`src/rtl/sd_emmc_io_reg.sv`:
```
// SD/eMMC pad register bank: registered drive/tristate per line, a configurable input
// capture chain, turnaround blanking of the captured value, and falling-edge pulses.
module sd_emmc_io_reg #(
  parameter int    DATA_WIDTH   = 1,
  parameter string PLACE_IN_IOB = "FALSE",
  parameter int    IN_STAGES    = 2,
  parameter int    TURN_CYCLES  = 2
) (
  input  logic                  clk,
  input  logic                  rst,
  input  logic [DATA_WIDTH-1:0] out_d,
  input  logic [DATA_WIDTH-1:0] out_oe,
  output logic [DATA_WIDTH-1:0] pad_o,
  output logic [DATA_WIDTH-1:0] pad_t,
  input  logic [DATA_WIDTH-1:0] pad_i,
  output logic [DATA_WIDTH-1:0] in_q,
  output logic [DATA_WIDTH-1:0] in_fall
);

  localparam int BLANK = TURN_CYCLES + IN_STAGES;
  localparam int CW    = $clog2(BLANK + 1);

  logic [DATA_WIDTH-1:0]         stage1;
  logic [DATA_WIDTH-1:0]         lastStage;
  logic [DATA_WIDTH-1:0][CW-1:0] cnt_q, cnt_d;
  logic [DATA_WIDTH-1:0]         blanked;
  logic [DATA_WIDTH-1:0]         prev_q;
  logic [DATA_WIDTH-1:0]         inFall_q, inFall_d;

  // Pad-facing flops stay a single register each with nothing between them and the pad,
  // so the IOB attribute can pack them into the IO tile.
  generate
    if (PLACE_IN_IOB == "TRUE") begin : g_iob
      (* IOB = "TRUE" *) logic [DATA_WIDTH-1:0] padO_q;
      (* IOB = "TRUE" *) logic [DATA_WIDTH-1:0] padT_q;
      (* IOB = "TRUE" *) logic [DATA_WIDTH-1:0] stage1_q;

      always_ff @(posedge clk) begin
        if (rst) begin
          padO_q   <= '1;
          padT_q   <= '1;
          stage1_q <= '1;
        end else begin
          padO_q   <= out_d;
          padT_q   <= ~out_oe;
          stage1_q <= pad_i;
        end
      end

      assign pad_o  = padO_q;
      assign pad_t  = padT_q;
      assign stage1 = stage1_q;
    end else begin : g_fabric
      (* IOB = "FALSE" *) logic [DATA_WIDTH-1:0] padO_q;
      (* IOB = "FALSE" *) logic [DATA_WIDTH-1:0] padT_q;
      (* IOB = "FALSE" *) logic [DATA_WIDTH-1:0] stage1_q;

      always_ff @(posedge clk) begin
        if (rst) begin
          padO_q   <= '1;
          padT_q   <= '1;
          stage1_q <= '1;
        end else begin
          padO_q   <= out_d;
          padT_q   <= ~out_oe;
          stage1_q <= pad_i;
        end
      end

      assign pad_o  = padO_q;
      assign pad_t  = padT_q;
      assign stage1 = stage1_q;
    end
  endgenerate

  generate
    if (IN_STAGES == 1) begin : g_chain_none
      assign lastStage = stage1;
    end else begin : g_chain
      logic [IN_STAGES-2:0][DATA_WIDTH-1:0] chain_q;

      always_ff @(posedge clk) begin
        if (rst) begin
          chain_q <= '1;
        end else begin
          chain_q[0] <= stage1;
          for (int k = 1; k < IN_STAGES - 1; k++) begin
            chain_q[k] <= chain_q[k-1];
          end
        end
      end

      assign lastStage = chain_q[IN_STAGES-2];
    end
  endgenerate

  // A driven line keeps its counter loaded, so blanking runs on seamlessly through release.
  always_comb begin
    cnt_d   = cnt_q;
    blanked = '0;
    for (int n = 0; n < DATA_WIDTH; n++) begin
      if (!pad_t[n]) begin
        cnt_d[n] = CW'(BLANK);
      end else if (cnt_q[n] != '0) begin
        cnt_d[n] = cnt_q[n] - CW'(1);
      end
      blanked[n] = (cnt_q[n] != '0);
    end
  end

  assign in_q     = lastStage | blanked;
  assign inFall_d = prev_q & ~in_q;
  assign in_fall  = inFall_q;

  always_ff @(posedge clk) begin
    if (rst) begin
      cnt_q    <= '0;
      prev_q   <= '1;
      inFall_q <= '0;
    end else begin
      cnt_q    <= cnt_d;
      prev_q   <= in_q;
      inFall_q <= inFall_d;
    end
  end

endmodule

```
`config.mk`:
```
export PLATFORM = sky130hd
export DESIGN_NAME = sd_emmc_io_reg
export DESIGN_NICKNAME = d
export VERILOG_FILES = /design/src/rtl/sd_emmc_io_reg.sv
export SDC_FILE = /design/constraint.sdc
export NUM_CORES = 1
export LEC_CHECK = 0
export ABC_AREA = 1
export BUFFER_PORTS_ARGS = -buffer_cell sky130_fd_sc_hd__buf_2
export CORE_AREA = 2 2 39 41
export DETAILED_ROUTE_END_ITERATION = 8
export DIE_AREA = 0 0 41 43
export PLACE_DENSITY = 0.51
export SYNTH_ARGS = -nofsm -noshare
export SYNTH_HDL_FRONTEND = slang
export SYNTH_SLANG_ARGS = --single-unit
```
`constraint.sdc`:
```
create_clock -name clk -period 2.9 [get_ports clk]
set_clock_uncertainty 0.05 [all_clocks]
set_input_delay 0.29 -clock clk [delete_from_list [all_inputs] [get_ports clk]]
set_output_delay 0.29 -clock clk [all_outputs]
set_load 0.005 [all_outputs]
```
==> flow_summary.rst <==
.. list-table::
   :header-rows: 1

   * - Metric
     - Value
   * - Run status
     - finished, final reports clean
   * - Classification of the worst-slack hold path
     - primary input to flip-flop
   * - Minimum setup slack in the final design
     - 1.28 ns
   * - Busiest layer in global routing
     - met1
   * - Share of final-layout standard cells stronger than drive strength 1
     - 0.288
   * - Number of buffers inserted to repair setup after CTS
     - 0
   * - Proportion of register bits with asynchronous set or reset after synthesis
     - 0
   * - Ant. Diodes
     - 0
   * - Final-stage net count
     - 61
   * - CP Capture Type
     - output pin
   * - DIE AREA
     - 0.00176 mm^2
   * - Maximum number of pins on one net before global-route repair
     - 7
   * - Fillers
     - 161
   * - Post-synth top area cell
     - sky130_fd_sc_hd__dfxtp_1
   * - Basic-gate share of the synthesized area counting and, or, nand and nor cells
     - 0.217
   * - CP cell instances
     - inv_1, ha_1, ha_1, nand2_1, buf_2
   * - Initial core utilization
     - 0.241
   * - Main combinational cell family by area after synthesis
     - simple AND/OR/NAND/NOR gates
   * - Synthesized flop and latch total
     - 9
   * - Share of the synthesized netlist area taken by xor and xnor gates
     - 0
   * - Vias
     - 245
   * - Pleak
     - 0.224 nW
   * - Peak supply drop
     - 0.275 mV
   * - Cell types occupying the most area after synthesis
     - sky130_fd_sc_hd__dfxtp_1 54%, sky130_fd_sc_hd__ha_1 11%, sky130_fd_sc_hd__inv_1 9.0%
   * - Power Dens Cells
     - 687 mW/mm^2
   * - Worst Path Arrival
     - 1.28 ns
   * - Final count of pins violating max slew
     - 0
   * - Max-cap viol count
     - 0
   * - Vias/cell
     - 3.60
   * - Synthesized-area fraction occupied by ao, oa, aoi and oai cells
     - 0.0300
   * - Syn Inst Count
     - 40
   * - Area share of the largest cell type after synthesis
     - 0.539
   * - Die W
     - 41 um
   * - Library cell used as clock root buffer
     - sky130_fd_sc_hd__clkbuf_4
   * - Half-perimeter wire length after detailed placement
     - 364 um
   * - Number of levels the H-tree was split into
     - 1
   * - Part of the Yosys area used for sequential elements
     - 0.539
   * - Setup repair after global routing missed its margin
     - false
   * - Netlist cell types
     - 10
   * - Maximum achievable frequency
     - 617 MHz
   * - Drt first-iter violations
     - 0
   * - Family with the most delay on the worst path
     - adder cells
   * - Mapped Area
     - 334 um^2
   * - Period utilization
     - 0.559
   * - Area grow syn2layout
     - 25.8%
   * - WL per Instance
     - 6.50 um
   * - Num ports
     - 9
   * - Placement row count
     - 14
   * - Top_reg_cell synth
     - sky130_fd_sc_hd__dfxtp_1
   * - CTS tree
     - built
   * - Post-synthesis average cell area
     - 8.35 um^2
   * - Synth cell count leaders
     - 9 x sky130_fd_sc_hd__dfxtp_1, 8 x sky130_fd_sc_hd__inv_1, 8 x sky130_fd_sc_hd__nand2_1, 5 x sky130_fd_sc_hd__nor2_1
   * - Met2 GRT Util
     - 0.0781
   * - Weighted congestion reported at the end of routability-driven placement
     - 0.652
   * - EDFF count, synth
     - 0
   * - Hold buffer count at cts
     - 0
   * - Required time of the critical path
     - 2.56 ns
   * - Vias in the first global route
     - 206
   * - Ys Warns
     - 0
   * - Largest fanout of any net on the critical path
     - 6
   * - Adder-cell area share of the yosys netlist
     - 0.112
   * - Final WL
     - 442 um
   * - Worst path buffer plus inverter count
     - 2
   * - Clock-pin slew reported for the worst setup and hold paths after clock tree synthesis
     - 0.06 ns
   * - Overall fraction of global-route tracks in use
     - 0.0696
   * - Normalized max-slew margin
     - 0.862
   * - Number of antenna violations at the first check in global routing
     - 0
   * - Post-CTS resize count
     - 0
   * - Setup CP Type
     - flip-flop to output pin
   * - Setup slack at placement
     - 1.54 ns
   * - Total area of multi-input combinational cells
     - 120 um^2
   * - Met3 demand-to-capacity share in global routing
     - 0.0628
   * - Register area
     - 180 um^2
   * - Highest-delay cell along the critical path
     - sky130_fd_sc_hd__dfxtp_1
   * - Wire length of the first global-routing pass
     - 786 um
   * - Sum of negative setup slack
     - 0 ns
   * - Fin. Hold Viols
     - 0
   * - Dominant cell type by count on the critical path
     - sky130_fd_sc_hd__ha_1
   * - Post-Synthesis Net Count
     - 48
   * - Detailed-route DRC error count
     - 0
   * - Number of failing setup endpoints in the final timing report
     - 0
   * - Cts bufs inserted
     - 3
   * - Core Area
     - 0.00138 mm^2
   * - Slew at the pin with the worst max-slew slack
     - 0.208 ns
   * - M1 GR Usage
     - 0.0948
   * - Die Height
     - 43 um
   * - Type of element launching the critical path
     - flip-flop
   * - Clk_lat worst skew
     - 0.25 ns
   * - Grt ovf
     - 0
   * - Count of nets left with antenna violations after detail routing
     - 0
   * - First-pass detailed-route iteration total
     - 1
   * - Crit path time final
     - 1.62 ns
   * - Top-count cell post-synth
     - sky130_fd_sc_hd__dfxtp_1
   * - Largest stage delay on the critical path
     - 0.32 ns
   * - Clk sink count
     - 9
   * - Share of cell area taken by muxes after synthesis
     - 0
   * - Count of buffers from port buffering
     - 8
   * - Maximum buffer depth of the clock tree
     - 2
[registers in the layout, indices dropped and copies added, names as in the netlist]
name,count
g_chain.chain_q,1
prev_q,1
cnt_q,3
g_fabric.stage1_q,1
in_fall,1
pad_o,1
pad_t,1
[report_power, final]
group          leakage (nW)  switching [mW]  internal, mW  total (mW)
Sequential           0.0743         0.00475         0.135       0.140
Combinational         0.135          0.0331        0.0244      0.0575
Clock                0.0150          0.0385        0.0527      0.0912
[cells in the final DEF, fill, tap and decap left out]
cell,n
sky130_fd_sc_hd__a21oi_1,1
sky130_fd_sc_hd__buf_2,8
sky130_fd_sc_hd__clkbuf_1,1
sky130_fd_sc_hd__clkbuf_4,3
sky130_fd_sc_hd__dfxtp_1,9
sky130_fd_sc_hd__ha_1,3
sky130_fd_sc_hd__inv_1,8
sky130_fd_sc_hd__inv_2,1
sky130_fd_sc_hd__nand2_1,8
sky130_fd_sc_hd__nand3_1,1
sky130_fd_sc_hd__nor2_1,5
sky130_fd_sc_hd__o21ai_1,1
sky130_fd_sc_hd__or2_2,3
[logic make-up after synthesis]
group           count (synthesis)
compound gates                  2
simple gates                   17
flops                           9
fa+ha+maj                       3
buf+inv                         9
[final timing paths]
kind / from / endpoint / slack (ns) / cells past startpoint
worst max-delay path: cnt_q[0]$_SDFFE_PP0P_ / in_q / 1.28 / 5
worst min-delay path: out_oe / pad_t$_SDFF_PP1_ / 0.15 / 2
worst max register to register: cnt_q[0]$_SDFFE_PP0P_ / cnt_q[2]$_SDFFE_PP0P_ / 1.65 / 7
worst min register to register: g_fabric.stage1_q$_SDFF_PP1_ / g_chain.chain_q$_SDFF_PP1_ / 0.35 / 1
[metrics by stage]
stage | utilization | cells | instance area, um^2 | power (mW) | hold WS [ns]
2_1_floorplan | - | 40 | 334 | 0.187 | 0.309
3_3_place_gp | 0.285 | 64 | 394 | 0.200 | 0.345
3_5_place_dp | 0.285 | 64 | 394 | 0.202 | 0.349
4_1_cts | 0.304 | 68 | 420 | 0.296 | 0.137
5_1_grt | 0.304 | 68 | 420 | 0.314 | 0.153
6_report | 0.304 | 68 | 420 | 0.289 | 0.145
[routing by layer]
layer,up-vias,part of all wire,wire (um)
met2,8,0.46,205
met5,-,0,0
met3,0,0.097,43
met4,0,0,0
li1,138,-,-
met1,99,0.44,193
[area by class of cell]
type | instances | share of cell area
well taps | 16 | 0.0476
clock buffers | 4 | 0.0625
flip-flops and latches | 9 | 0.429
inverters | 9 | 0.0804
multi-input cells | 22 | 0.286
repair buffers | 8 | 0.0952
(Power assumes the default switching activity.)
